===== src/rtl/prog_loader.sv =====
// prog_loader: streams a program into the instruction RAM, then starts the CPU.
//
// A load is started with load_req, sampled in IDLE or HALTED. load_len gives
// the number of words; 0 means a full RAM of 2^ADDR_W words. Each word is
// accepted with a valid/ready handshake and written one cycle later. After the
// last write, the CPU is held in reset for one more cycle (START) and is then
// enabled (RUN). When the CPU raises hlt, the loader parks in HALTED. From
// HALTED a new load can be started.
//
// Ports
//   clk         system clock; all state changes on its rising edge
//   reset       asynchronous, active-high reset
//   load_req    start a program load (IDLE / HALTED only)
//   load_len    word count for the load, latched with load_req (0 = 2^ADDR_W)
//   abort       synchronous return to IDLE from any state, highest priority
//   wr_valid    source presents a program word
//   wr_data     program word
//   wr_ready    loader accepts a word this cycle
//   ram_addr    program RAM write address (holds outside WRITE)
//   ram_data    program RAM write data (holds outside WRITE)
//   ram_we      program RAM write strobe, one cycle per word
//   hlt         HLT bit from the instruction controller
//   cpu_enable  instruction controller enable
//   cpu_reset   holds PC and instruction controller in reset
//   busy        high while loading or starting (LOAD, WRITE, START)
//   done        high in HALTED
module prog_loader #(
    parameter int ADDR_W = 4,
    parameter int DATA_W = 8
) (
    input  logic              clk,
    input  logic              reset,
    input  logic              load_req,
    input  logic [ADDR_W-1:0] load_len,
    input  logic              abort,
    input  logic              wr_valid,
    input  logic [DATA_W-1:0] wr_data,
    output logic              wr_ready,
    output logic [ADDR_W-1:0] ram_addr,
    output logic [DATA_W-1:0] ram_data,
    output logic              ram_we,
    input  logic              hlt,
    output logic              cpu_enable,
    output logic              cpu_reset,
    output logic              busy,
    output logic              done
);

    typedef enum logic [2:0] {
        IDLE,
        LOAD,
        WRITE,
        START,
        RUN,
        HALTED
    } state_t;

    state_t            state;
    logic [ADDR_W-1:0] cnt;     // address of the next word to be accepted
    logic [ADDR_W-1:0] last_q;  // address of the final word of this load
    logic [5:0]        ctl;     // registered control outputs, see ctl_for()

    // Output decode for a given state. Outputs are loaded together with the
    // state register, so they always describe the state currently held.
    // Bit order: {cpu_reset, cpu_enable, wr_ready, ram_we, busy, done}
    function automatic logic [5:0] ctl_for(input state_t s);
        logic [5:0] c;
        case (s)
            IDLE:    c = 6'b100000;
            LOAD:    c = 6'b101010;
            WRITE:   c = 6'b100110;
            START:   c = 6'b100010;
            RUN:     c = 6'b010000;
            HALTED:  c = 6'b000001;
            default: c = 6'b100000;
        endcase
        return c;
    endfunction

    assign {cpu_reset, cpu_enable, wr_ready, ram_we, busy, done} = ctl;

    always_ff @(posedge clk or posedge reset) begin
        if (reset) begin
            state    <= IDLE;
            ctl      <= ctl_for(IDLE);
            cnt      <= '0;
            last_q   <= '0;
            ram_addr <= '0;
            ram_data <= '0;
        end else if (abort) begin
            // Abort wins over load_req, hlt and a handshake in the same cycle;
            // nothing is captured, so no write strobe follows.
            state <= IDLE;
            ctl   <= ctl_for(IDLE);
        end else begin
            case (state)
                IDLE, HALTED: begin
                    if (load_req) begin
                        // Storing len-1 makes load_len=0 land on the top
                        // address, so a full-RAM load ends at 2^ADDR_W-1 and
                        // never wraps back to address 0.
                        last_q <= load_len - ADDR_W'(1);
                        cnt    <= '0;
                        state  <= LOAD;
                        ctl    <= ctl_for(LOAD);
                    end
                end
                LOAD: begin
                    if (wr_valid && wr_ready) begin
                        ram_data <= wr_data;
                        ram_addr <= cnt;
                        state    <= WRITE;
                        ctl      <= ctl_for(WRITE);
                    end
                end
                WRITE: begin
                    cnt <= cnt + ADDR_W'(1);
                    if (cnt == last_q) begin
                        state <= START;
                        ctl   <= ctl_for(START);
                    end else begin
                        state <= LOAD;
                        ctl   <= ctl_for(LOAD);
                    end
                end
                START: begin
                    state <= RUN;
                    ctl   <= ctl_for(RUN);
                end
                RUN: begin
                    if (hlt) begin
                        state <= HALTED;
                        ctl   <= ctl_for(HALTED);
                    end
                end
                default: begin
                    state <= IDLE;
                    ctl   <= ctl_for(IDLE);
                end
            endcase
        end
    end

endmodule


===== config.mk =====
export PLATFORM = sky130hd
export DESIGN_NAME = prog_loader
export DESIGN_NICKNAME = d
export VERILOG_FILES = /design/src/rtl/prog_loader.sv
export SDC_FILE = /design/constraint.sdc
export NUM_CORES = 1
export LEC_CHECK = 0
export BUFFER_PORTS_ARGS = -buffer_cell sky130_fd_sc_hd__buf_4
export CELL_PAD_IN_SITES_DETAIL_PLACEMENT = 0
export CELL_PAD_IN_SITES_GLOBAL_PLACEMENT = 1
export CORE_ASPECT_RATIO = 0.6
export CORE_MARGIN = 2
export CORE_UTILIZATION = 36
export DETAILED_ROUTE_END_ITERATION = 6
export PLACE_DENSITY = 0.85
export SYNTH_ARGS = -nofsm -noshare
export SYNTH_HDL_FRONTEND = slang
export SYNTH_SLANG_ARGS = --single-unit

===== constraint.sdc =====
create_clock -name clk -period 1.55 [get_ports clk]
set_input_delay 0.155 -clock clk [delete_from_list [all_inputs] [get_ports clk]]
set_output_delay 0.155 -clock clk [all_outputs]
set_load 0.05 [all_outputs]

# [Word level (Yosys, flattened, before mapping)]
# Cells that the tools add are included.
[word_totals] reg_bits=29 input_bits=18 out_inout_bits=18 elab_cells=41
[classes] add_sub_neg=2 n_eq_ne=10 mux=14 n_bitwise=1 reduce_logical=8
[ops] operator="$pmux W6 S5" n=1
[ops] operator="$mux W6" n=4
[ops] operator="$pmux W3 S5" n=1
[ops] operator="$mux W3" n=4
[ops] operator="$reduce_and A3 Y1" n=4
[ops] operator="$ne A3 B3 Y1 const B" n=3
[ops] operator="$mux W4" n=2
[ops] operator="$pmux W4 S2" n=1
[ops] operator="$eq A3 B2 Y1 const B" n=2
[ops] operator="$eq A3 B3 Y1 const B" n=2
[ops] operator="$add A4 B1 Y4 const B" n=1
[ops] operator="$eq A4 B4 Y1" n=1
[ops] operator="$sub A4 B1 Y4 const B" n=1
[ops] operator="$eq A3 B1 Y1 const B" n=1
[ops] operator="$logic_not A3 Y1" n=1
[ops] operator="$mux W2" n=1
[ops] operator="$ne A2 B2 Y1 const B" n=1
[ops] operator="$reduce_bool A2 Y1" n=1
[ops] operator="$reduce_or A2 Y1" n=1
[ops] operator="$logic_and A1 B1 Y1" n=1
[ops] operator="$not A1 Y1" n=1

# [Longest topological paths before layout]
[depth] word_depth=4 depth_mapped=6 mapped_depth_nobuf=4

# [Worst setup path before layout]
# No wires, ideal clock.
[synth_path] path_type="flip-flop to flip-flop" start="register state[1]" end="register ctl[0]" setup_ps=125 arrival_time_ps=1516 required_ps=1425 slack_ps=-92 path_stages_with_launch=6 n_path_buf=1 synth_period_minus_slack_ps=1642 cell_sequence="dfrtp_1 nand2b_4 or4_4 o211a_1 buf_6 mux2_4"
[synth_between] elab_chain_cells=4 word_cells_on_any_way=13 cone_classes="8 x eq/ne; 2 x mux; 3 x reduce/logical"
[synth_lines] element="start: declaration" line_no="58" source="state_t state;"
[synth_lines] element="start signal: assignment" line_no="84" source="state <= IDLE;"
[synth_lines] element="start signal: assignment" line_no="93" source="state <= IDLE;"
[synth_lines] element="start signal: assignment" line_no="104" source="state <= LOAD;"
[synth_lines] element="$eq A3 B3 Y1 / $logic_not A3 Y1 (equally long branches)" line_no="96" source="case (state)"
[synth_lines] element="$reduce_or A2 Y1" line_no="96"
[synth_lines] element="$pmux W6 S5 / $ne A3 B3 Y1 (equally long branches)"
[synth_lines] element="$mux W6 / $reduce_and A3 Y1 (equally long branches)"
[synth_lines] element="end signal: assignment" line_no="85" source="ctl <= ctl_for(IDLE);"
[synth_lines] element="end signal: assignment" line_no="94" source="ctl <= ctl_for(IDLE);"
[synth_lines] element="end signal: assignment" line_no="105" source="ctl <= ctl_for(LOAD);"
[synth_lines] element="end: declaration" line_no="61" source="logic [5:0] ctl;"
# Parallel ways exist; a longest one is shown, timed or not.
# A chain may end at the register's enable or synchronous reset.

# [Worst setup path after layout]
[layout_path] start="register state[1]" end="register ctl[1]"
# The elaborated chain is that of the path after synthesis.

==> key figures <==
Layout
  – Most common cell after layout, fill and taps aside: buf_4
  – Antenna diodes: 0
  – Area delta synth->final: 44.4%
  – Finished Cell Area: ~2000 sq um
  – Fillers: about 340
  – Most frequent cells in the layout: 55 x buf_4, 26 x dfrtp_1, 11 x mux2_2, 9 x o21ai_0, 8 x nand2_1
  – Fin nets: roughly 200
  – Share of cells above drive strength 1: 51.1%
  – Finished Core Util: 54.4%

Timing
  – Setup TNS: -86.9 ps
  – Final setup viols: 5
  – Tmin final: around 1600 ps
  – Worst slew margin: between 70% and 80%
  – Worst setup margin: -29.9 ps
  – Transition time of the tightest slew-check pin: around 420 ps
  – Fmax achieved: approximately 630 MHz
  – Final Hold Viols: 0
  – Max-slew violation count: 0
  – Worst Skew: roughly 2.7 ps
  – Final Cycle Share: 102%
  – RSZ-0062 raised after global routing: true

Synth
  – Yosys warns: 0
  – Synth cell types: 35
  – Mapped Cells: 119
  – Synthesized area per cell: approximately 12 sq um
  – Flops & latches, synth: 29
  – Post-Syn Area: roughly 1400 sq um
  – Syn nets: between 100 and 150
  – Seq/Total Area, Yosys: a little over half

Min path
  – Hold Crit Class: in -> reg

Critical path
  – Kind of critical path: reg -> reg
  – Critical path fanouts, max: 8
  – Startpoint type of the worst setup path: register
  – Crit-path cells: nand2b_4, or4_4, o211a_4, mux2_4
  – Delay of the slowest cell on the worst path: approximately 420 ps
  – WP data arrival: roughly 1700 ps
  – Crit path required time: approximately 1700 ps
  – Crit end category: register
  – Worst-path cell with the longest stage delay: or4_4

Job
  – Max_cap viols: 0

Power
  – Int Pwr: 2130 uW
  – Static Leak: 0.000980 uW
  – Logic pwr share: around 52%
  – Tot Pwr: about 3700 uW
  – Switching pwr: ~1600 uW
  – PD cells: 1840 nW/um^2
  – Register share of total power: between 30% and 40%
  – Peak supply drop: around 0.0011 V
  – Clock power frac: 16.0%
  – Switching share of power: approximately 42%

Clocking
  – H-Tree Depth: 2
  – Clock buffer count from CTS: 5
  – Reg clk slew, reported paths: 60 ps
  – Clock sinks: 29
  – Clock root buffer: clkbuf_8
  – Skew-Pair Late Insertion Delay: 270 ps
  – Maximum root-to-sink buffer count: 2
  – CTS tree: done

Global route
  – Antenna violations before repair: 0
  – GR Overflow Total: 0
  – Total track usage: between 10 and 15%
  – Largest net degree at the start of global routing: 30
  – First-pass GRT wire length: 4.93 mm
  – Vias in the first global route: 1039

Route
  – WL/cell: around 14 microns
  – Initial DRC count: 39
  – Vias post-DR: between 1000 and 1500
  – Final wirelength: 3.08 mm
  – Number of routed nets with antenna violations: 0
  – Vias/cell: between 4 and 5
  – DRC Markers: 0
  – Initial DRT Pass Iterations: 7

Outcome
  – Failing checks: negative setup slack
  – Status: finished, violations left

Floorplanning
  – Number of core rows: 17
  – Starting Density: around 38%
  – Die height: ~52 microns
  – Io pins: 36
  – Chip Width: approximately 84 microns
  – Die area: 4380 sq um
  – Core region area: 3680 sq um

Placement
  – IO buf count: 35
  – Dpl hpwl: 2.22 mm
  – Pre-CTS setup slack: -153 ps
  – Gpl congestion: between 0.8 and 0.9
  – Area after DPL: between 1500 and 2000 sq um
## power by group through the flow
stage / Combinational [uW] / Clock [uW] / Sequential, uW
finish: 1920 / 589 / 1180
global route: 2040 / 649 / 1220
CTS: 1840 / 608 / 1180
detailed placement: 1780 / 0 / 1190
global placement: 1750 / 0 / 1180
floorplan: 631 / 0 / 1730
## routing by layer
metal / share of wire (%) / vias up / GRT usage [%]
met1: 50 / 507 / 20.5
met5: 0 / - / 0
met3: 7.9 / 2 / 5.56
met4: 0.26 / 0 / 4.03
li1: - / 535 / -
met2: 42 / 42 / 22.2
## through the flow
step / std cells / hold slack (ps)
3_3_place_gp: 214 / 246
3_5_place_dp: 214 / 251
6_report: 227 / 92.4
2_1_floorplan: 119 / 232
5_1_grt: 227 / 91.7
4_1_cts: 224 / 82.3
## path summary, 6_finish.rpt
check	cells past startpoint	endpoint	slack [ps]	start
max	4	ctl[1]$_DFFE_PP0P_	-30	state[1]$_DFFE_PP0P_
min	2	last_q[0]$_DFFE_PP0P_	90	load_len[0]
max reg2reg	4	ctl[1]$_DFFE_PP0P_	-30	state[1]$_DFFE_PP0P_
min reg2reg	2	ram_addr[1]$_DFFE_PP0P_	480	ram_addr[1]$_DFFE_PP0P_
max in group asynchronous	4	ctl[5]$_DFFE_PP1P_	740	reset
min in group asynchronous	4	ram_data[4]$_DFFE_PP0P_	510	reset
## sequential cells by signal, indices dropped and copies added, names as in the netlist
name      cells
cnt           4
last_q        4
ram_addr      4
ctl           6
state         3
ram_data      8
## kinds of logic after synthesis
| family | share of synthesized area (%) |
|---|---|
| AND/OR/NAND/NOR | 13.9 |
| flip-flops | 52.5 |
| AO/OA/AOI/OAI | 8.67 |
| multiplexers | 13.3 |
| buffers and inverters | 4.15 |
| XOR/XNOR | 5.69 |
| adder cells (fa/ha/maj) | 1.81 |
## critical path: cells and delay by family (launching register included)
family,cells,cell delay [ps]
compound gates,1,200
mux,1,300
simple gates,2,570
flops,1,390
## cells in the mapped netlist
| cell type | count | area [sq um] |
|---|---|---|
| a211oi_1 | 2 | 15.0 |
| a21o_1 | 1 | 7.51 |
| a21oi_1 | 4 | 20.0 |
| and2_1 | 2 | 12.5 |
| and2b_1 | 1 | 7.51 |
| buf_2 | 1 | 5.00 |
| buf_4 | 2 | 15.0 |
| buf_6 | 1 | 11.3 |
| clkbuf_1 | 1 | 3.75 |
| dfrtp_1 | 28 | 701 |
| dfstp_2 | 1 | 26.3 |
| ha_1 | 2 | 25.0 |
| inv_1 | 6 | 22.5 |
| mux2_2 | 11 | 124 |
| mux2_4 | 4 | 60.1 |
| nand2_1 | 9 | 33.8 |
| nand2b_1 | 1 | 6.26 |
| nand2b_4 | 1 | 13.8 |
| nand3_1 | 2 | 10.0 |
| nand3b_1 | 1 | 7.51 |
| nand4_1 | 3 | 18.8 |
| nor2_1 | 5 | 18.8 |
| nor2b_1 | 2 | 12.5 |
| nor3_1 | 2 | 10.0 |
| nor4_1 | 1 | 6.26 |
| nor4b_1 | 1 | 8.76 |
| nor4b_2 | 1 | 15.0 |
| o211a_1 | 1 | 10.0 |
| o21a_1 | 1 | 7.51 |
| o21ai_0 | 9 | 45.0 |
| o22ai_1 | 1 | 6.26 |
| o41ai_1 | 1 | 8.76 |
| or4_4 | 1 | 11.3 |
| xnor2_1 | 5 | 43.8 |
| xor2_1 | 4 | 35.0 |
## area by class of cell
class / instances / area [sq um] / share of cell area, %
well taps: 47 / 58.8 / 2.94
flip-flops and latches: 29 / 729 / 36.5
inverters: 6 / 22.5 / 1.13
clock buffers: 5 / 68.8 / 3.44
clock inverters: 3 / 17.5 / 0.876
repair buffers: 58 / 454 / 22.7
multi-input cells: 79 / 649 / 32.5
## what timing repair did
item / in CTS / in global routing
gates resized for setup: 6 / 5
hold endpoints to repair: 28 / 0
endpoints found under the setup margin: 18 / 23
hold buffers: 1 / 0
setup buffers: 1 / 3
pin swaps: 3 / 2
(Power assumes the default switching activity.)
